`src/rtl/pc_sequencer_pkg.sv`:
```
// Shared types and constants for the Mips16 fetch PC sequencer.
// Holds the PC width, reset vector, FSM state encoding and small PC helpers.
package pc_sequencer_pkg;

  localparam int PC_WIDTH = 10;

  typedef logic [PC_WIDTH-1:0] pc_t;

  localparam pc_t RESET_VECTOR = 10'd0;

  typedef enum logic [1:0] {
    ST_BOOT  = 2'd0,
    ST_RUN   = 2'd1,
    ST_STALL = 2'd2,
    ST_HALT  = 2'd3
  } seq_state_t;

  typedef struct packed {
    logic valid;
    pc_t  target;
  } redirect_t;

  // Sequential successor; wraps silently at the top of the address space.
  function automatic pc_t pc_inc(input pc_t p);
    return p + pc_t'(1'b1);
  endfunction

  // EX-stage branch is older than the ID-stage jump, so it wins a same-cycle collision.
  function automatic redirect_t select_live(input logic branch_taken, input pc_t branch_target,
                                            input logic jump, input pc_t jump_target);
    redirect_t r;
    r.valid  = branch_taken | jump;
    r.target = branch_taken ? branch_target : jump_target;
    return r;
  endfunction

endpackage

```
`src/rtl/pc_sequencer_if.sv`:
```
// Bundle between the PC sequencer, the redirect sources and the IF stage.
// master drives control/targets and observes fetch state; slave is the sequencer.
interface pc_sequencer_if
  import pc_sequencer_pkg::*;
  ();

  logic stall;
  logic branch_taken;
  pc_t  branch_target;
  logic jump;
  pc_t  jump_target;
  logic halt;
  pc_t  pc;
  pc_t  pc_plus1;
  logic fetch_valid;
  logic flush;
  logic redirect_pending;
  logic halted;

  modport master (
    output stall, branch_taken, branch_target, jump, jump_target, halt,
    input  pc, pc_plus1, fetch_valid, flush, redirect_pending, halted
  );

  modport slave (
    input  stall, branch_taken, branch_target, jump, jump_target, halt,
    output pc, pc_plus1, fetch_valid, flush, redirect_pending, halted
  );

endinterface

```
`src/rtl/pc_sequencer_redirect_buffer.sv`:
```
// Single-entry redirect holding register used while the pipeline is stalled.
// The first capture wins; later captures are dropped until the entry is cleared.
module pc_sequencer_redirect_buffer
  import pc_sequencer_pkg::*;
  (
    input  logic clk,
    input  logic rst_n,
    input  logic capture,
    input  logic clear,
    input  pc_t  target_in,
    output logic valid,
    output pc_t  target
  );

  // Holding register: clear dominates, otherwise load only when empty.
  always_ff @(posedge clk or negedge rst_n) begin
    if (!rst_n) begin
      valid  <= 1'b0;
      target <= {PC_WIDTH{1'b0}};
    end else if (clear) begin
      valid  <= 1'b0;
      target <= target;
    end else if (capture && !valid) begin
      valid  <= 1'b1;
      target <= target_in;
    end else begin
      valid  <= valid;
      target <= target;
    end
  end

endmodule

```
`src/rtl/pc_sequencer.sv`:
```
// Fetch PC owner for the Mips16 core: sequential fetch, branch/jump redirects,
// redirect buffering across stalls, one-cycle flush per applied redirect, and HALT.
module pc_sequencer
  import pc_sequencer_pkg::*;
  #(
    parameter pc_t RESET_PC = RESET_VECTOR
  )
  (
    input  logic            clk,
    input  logic            rst_n,
    pc_sequencer_if.slave   bus
  );

  seq_state_t state_r;
  seq_state_t state_s;
  pc_t        pc_r;
  pc_t        pc_s;
  logic       flush_r;
  logic       flush_s;
  logic       fetch_valid_r;
  logic       halted_r;
  logic       capture_s;
  logic       clear_s;
  logic       pend_valid_s;
  pc_t        pend_target_s;
  redirect_t  live_s;
  redirect_t  redirect_s;

  pc_sequencer_redirect_buffer u_redirect_buffer (
    .clk       (clk),
    .rst_n     (rst_n),
    .capture   (capture_s),
    .clear     (clear_s),
    .target_in (live_s.target),
    .valid     (pend_valid_s),
    .target    (pend_target_s)
  );

  // Effective redirect: a buffered (older) redirect beats a live one.
  always_comb begin
    live_s = select_live(bus.branch_taken, bus.branch_target, bus.jump, bus.jump_target);
    redirect_s.valid = pend_valid_s | live_s.valid;
    if (pend_valid_s) begin
      redirect_s.target = pend_target_s;
    end else begin
      redirect_s.target = live_s.target;
    end
  end

  // Next-state and next-PC logic; RUN and STALL share rules except for fetch_valid.
  always_comb begin
    state_s   = state_r;
    pc_s      = pc_r;
    flush_s   = 1'b0;
    capture_s = 1'b0;
    clear_s   = 1'b0;
    case (state_r)
      ST_BOOT: begin
        state_s = ST_RUN;
      end
      ST_RUN, ST_STALL: begin
        if (redirect_s.valid) begin
          // A redirect squashes a younger halt in the same cycle.
          if (bus.stall) begin
            capture_s = live_s.valid;
            state_s   = ST_STALL;
          end else begin
            pc_s    = redirect_s.target;
            flush_s = 1'b1;
            clear_s = 1'b1;
            state_s = ST_RUN;
          end
        end else if (bus.halt) begin
          state_s = ST_HALT;
        end else if (bus.stall) begin
          state_s = ST_STALL;
        end else begin
          pc_s    = pc_inc(pc_r);
          state_s = ST_RUN;
        end
      end
      ST_HALT: begin
        state_s = ST_HALT;
      end
      default: begin
        state_s = ST_BOOT;
      end
    endcase
  end

  // State and registered outputs.
  always_ff @(posedge clk or negedge rst_n) begin
    if (!rst_n) begin
      state_r       <= ST_BOOT;
      pc_r          <= RESET_PC;
      flush_r       <= 1'b0;
      fetch_valid_r <= 1'b0;
      halted_r      <= 1'b0;
    end else begin
      state_r       <= state_s;
      pc_r          <= pc_s;
      flush_r       <= flush_s;
      fetch_valid_r <= (state_s == ST_RUN);
      halted_r      <= (state_s == ST_HALT);
    end
  end

  assign bus.pc               = pc_r;
  assign bus.pc_plus1         = pc_inc(pc_r);
  assign bus.fetch_valid      = fetch_valid_r;
  assign bus.flush            = flush_r;
  assign bus.redirect_pending = pend_valid_s;
  assign bus.halted           = halted_r;

endmodule
```
`src/flat_wrapper.sv`:
```
// flat-port wrapper written by rule: the top's interface ports become plain ports
module pc_sequencer_flat import pc_sequencer_pkg::*;
#(
    parameter pc_t RESET_PC = RESET_VECTOR
  )
  (clk, rst_n, bus_stall, bus_branch_taken, bus_branch_target, bus_jump, bus_jump_target, bus_halt, bus_pc, bus_pc_plus1, bus_fetch_valid, bus_flush, bus_redirect_pending, bus_halted);
  pc_sequencer_if bus_i ();
  input  logic clk;
  input  logic rst_n;
  input wire logic [$bits(bus_i.stall)-1:0] bus_stall;
  input wire logic [$bits(bus_i.branch_taken)-1:0] bus_branch_taken;
  input wire logic [$bits(bus_i.branch_target)-1:0] bus_branch_target;
  input wire logic [$bits(bus_i.jump)-1:0] bus_jump;
  input wire logic [$bits(bus_i.jump_target)-1:0] bus_jump_target;
  input wire logic [$bits(bus_i.halt)-1:0] bus_halt;
  output wire logic [$bits(bus_i.pc)-1:0] bus_pc;
  output wire logic [$bits(bus_i.pc_plus1)-1:0] bus_pc_plus1;
  output wire logic [$bits(bus_i.fetch_valid)-1:0] bus_fetch_valid;
  output wire logic [$bits(bus_i.flush)-1:0] bus_flush;
  output wire logic [$bits(bus_i.redirect_pending)-1:0] bus_redirect_pending;
  output wire logic [$bits(bus_i.halted)-1:0] bus_halted;
  assign bus_i.stall = bus_stall;
  assign bus_i.branch_taken = bus_branch_taken;
  assign bus_i.branch_target = bus_branch_target;
  assign bus_i.jump = bus_jump;
  assign bus_i.jump_target = bus_jump_target;
  assign bus_i.halt = bus_halt;
  assign bus_pc = bus_i.pc;
  assign bus_pc_plus1 = bus_i.pc_plus1;
  assign bus_fetch_valid = bus_i.fetch_valid;
  assign bus_flush = bus_i.flush;
  assign bus_redirect_pending = bus_i.redirect_pending;
  assign bus_halted = bus_i.halted;
  pc_sequencer #(.RESET_PC(RESET_PC)) u_core (.clk(clk), .rst_n(rst_n), .bus(bus_i));
endmodule
```
`config.mk`:
```
export PLATFORM = sky130hd
export DESIGN_NAME = pc_sequencer_flat
export DESIGN_NICKNAME = d
export VERILOG_FILES = /design/src/rtl/pc_sequencer_pkg.sv /design/src/rtl/pc_sequencer_if.sv /design/src/rtl/pc_sequencer_redirect_buffer.sv /design/src/rtl/pc_sequencer.sv /design/src/flat_wrapper.sv
export SDC_FILE = /design/constraint.sdc
export NUM_CORES = 1
export LEC_CHECK = 0
export BUFFER_PORTS_ARGS = -buffer_cell sky130_fd_sc_hd__buf_2
export CELL_PAD_IN_SITES_DETAIL_PLACEMENT = 1
export CELL_PAD_IN_SITES_GLOBAL_PLACEMENT = 1
export CORE_MARGIN = 2
export CORE_UTILIZATION = 41
export DETAILED_ROUTE_END_ITERATION = 12
export MAX_ROUTING_LAYER = met4
export PLACE_DENSITY = 0.95
export SETUP_SLACK_MARGIN = 0.02
export SLEW_MARGIN = 30
export SYNTH_ARGS = -nofsm -noshare
export SYNTH_HDL_FRONTEND = slang
export SYNTH_HIERARCHICAL = 1
export SYNTH_SLANG_ARGS = --single-unit
```
`constraint.sdc`:
```
create_clock -name clk -period 2.97 [get_ports clk]
set_input_delay 0.7425 -clock clk [delete_from_list [all_inputs] [get_ports clk]]
set_output_delay 0.7425 -clock clk [all_outputs]
set_load 0.1 [all_outputs]
```
==> results.json <==
{
  "cts_buffers": 3,
  "via_count": 1478,
  "critPathMaxFanout": 7,
  "synth_cells": 162,
  "initial_core_util_pct": 43.4,
  "setup-violations-final": 0,
  "synthTopCellsByCount": "dfrtp_1, mux2_2, a21oi_1, nand2_1, nor2_1",
  "final_cell_area_um2": 2090,
  "crit_family": "simple AND/OR/NAND/NOR gates",
  "timing.rr.start": "u_core/state_r[0]",
  "yosys-top-cells-area": "dfrtp_1, mux2_2, a21oi_1, xor2_1, o21ai_0",
  "synth-async-reset-ratio_pct": 100,
  "num_antenna_cells": 0,
  "grt_pass1_wl_um": 8020,
  "insertion_delay_ns": 0.28,
  "worstRegToRegCells": 7,
  "fp.dieH_um": 67.0,
  "skew_ns": 0.00945,
  "io_buffers": 49,
  "fmax_mhz": 355,
  "synth-main-ff-cell": "dfrtp_1",
  "drt-total-wl_um": 4820,
  "die_w_um": 67.0,
  "worstSetupEndpointType": "primary output",
  "drive_above_1_share_pct": 46.4,
  "tightest_slew_ns": 0.598,
  "regToRegSetupSlack_ns": 1.07,
  "final_cells": 259,
  "detail-route-antenna-nets": 0,
  "nNetsFinal": 241,
  "crit_buf_inv": 1,
  "crit_type": "reg2out",
  "dieArea_um2": 4480,
  "tritoncts": "yes",
  "synth_compound_area_share_pct": 20.8,
  "dp_hpwl_um": 3630,
  "synth.distinct_cells": 42,
  "maxCapViolations": 0,
  "ys_ff_latch": 26,
  "hold_viol": 0,
  "path_clk_slew_ns": 0.10,
  "fin_crit_sh_pct": 94.9,
  "yosysSeqAreaShare_pct": 40.0,
  "cts_sinks": 26,
  "worstPathRequired_ns": 2.23,
  "cts_root_buf": "clkbuf_8",
  "crit_chain": "ha_1, and3_1, nand3_1, xnor2_4, clkbuf_4",
  "holdWs_ns": 0.458,
  "synth_top_family_by_area": "compound AO/OA/AOI/OAI gates",
  "slew_headroom_pct": 60.1,
  "fillerInstances": 446,
  "critPathSlowestCell": "dfrtp_2",
  "max_stage_delay_ns": 0.43,
  "overflow": 0,
  "antenna_found_initial": 0,
  "via_per_inst": 5.71,
  "drcViolationCount": 0,
  "rsz0062_at_grt": "false",
  "placed_area_um2": 2040,
  "htreeDepth": 1,
  "setup_tns_ns": 0,
  "synthXorXnorAreaFrac_pct": 4.31,
  "drt_iter0_markers": 68,
  "wl_per_cell_um": 18.6,
  "grt_pass1_vias": 1557,
  "cp-start-kind": "register",
  "synth_edf_count": 0,
  "r2r_end": "u_core/u_redirect_buffer/target[3]",
  "synth_top_area_share_pct": 40.0,
  "coreArea_um2": 3740,
  "multi_input_area_um2": 987,
  "io_pins": 50,
  "synth_adder_area_share_pct": 2.31,
  "track_usage_pct": 24.7,
  "syn_area_um2": 1630,
  "cp.arrival_ns": 2.08,
  "yosysWarnings": 6,
  "yosys.area_share.simple_pct": 13.1,
  "hold_class": "in2async",
  "yosysTopAreaCell": "dfrtp_1",
  "syn_to_final_growth_pct": 28.9,
  "syn_avg_cell_area_um2": 10.0,
  "grt_start_max_net_pins": 28,
  "synth.most_common_cell": "dfrtp_1",
  "drv_slew": 0,
  "cts_max_path_buffers": 2,
  "period_minus_slack_ns": 2.82,
  "place_inst": 255,
  "regArea_um2": 662,
  "synth_nets": 191,
  "run_status": "completed",
  "routabilityCongestion": 0.787,
  "core.rowCount": 22,
  "synth.mux.area_fraction_pct": 14.5,
  "first_pass_iters": 4
}
==> cells in the final DEF (no fill, tap or decap), drive strengths merged, types with 6 or more instances in the layout <==
master,instances
o21ai,8
mux2,20
nand2,9
dfrtp,26
nor2,9
inv,6
buf,54
a21oi,9
==> sequential cells by signal, summed over array words and instances (netlist names) <==
| name | count |
|---|---|
| u_core/bus.pc | 10 |
| u_core/u_redirect_buffer/target | 10 |
| u_core/state_r | 2 |
| u_core/bus.fetch_valid | 1 |
| u_core/bus.flush | 1 |
| u_core/u_redirect_buffer/valid | 1 |
| u_core/bus.halted | 1 |
==> stage by stage <==
stage | setup slack, ns | util [%]
4_1_cts | 0.0592 | 55.9
2_1_floorplan | -0.0643 | -
6_report | 0.152 | 55.9
3_5_place_dp | 0.371 | 54.4
5_1_grt | 0.0294 | 55.9
3_3_place_gp | 0.491 | 54.4
==> area by class of cell <==
type,instances,share of cell area (%)
Multi-Input combinational cell,120,47.1
Sequential cell,26,31.6
Timing Repair Buffer,55,14.7
Tap cell,48,2.87
Clock buffer,4,2.63
Inverter,6,1.08
==> routing by layer <==
metal  GRT usage, %  part of all wire (%)  vias up
met3           4.22                   3.7        6
met2           40.0                    50       36
li1               -                     -      691
met1           32.0                    44      745
met4           6.89                   1.4        0
met5              -                     0        -
==> repair_timing <==
action / CTS / global route
setup endpoints to repair: 0 / 1
resized for setup: 0 / 1
hold buffers: 0 / 0
endpoints found under the hold margin: 0 / 0
buffers inserted: 0 / 0
==> cells by family after synthesis <==
kind of cell,after synthesis
compound gates,47
xor+xnor,8
mux,21
buf+inv,16
fa+ha+maj,3
flops,26
simple gates,41
==> worst max path at each step <==
stage	to	startpoint	cells after the start	slack (ns)
2_1_floorplan	bus_pc_plus1[9]	u_core/bus.pc[4]	3	-0.06
3_3_place_gp	bus_pc_plus1[6]	u_core/bus.pc[0]	5	0.49
3_5_place_dp	bus_pc_plus1[6]	u_core/bus.pc[0]	5	0.37
4_1_cts	bus_pc_plus1[6]	u_core/bus.pc[0]	5	0.06
5_1_grt	bus_pc_plus1[6]	u_core/bus.pc[0]	5	0.03
6_report	bus_pc_plus1[6]	u_core/bus.pc[0]	5	0.15
Power is left out: the tool's default activity adds up to more than one toggle a clock period on the data nets, which glitch-free logic cannot reach.
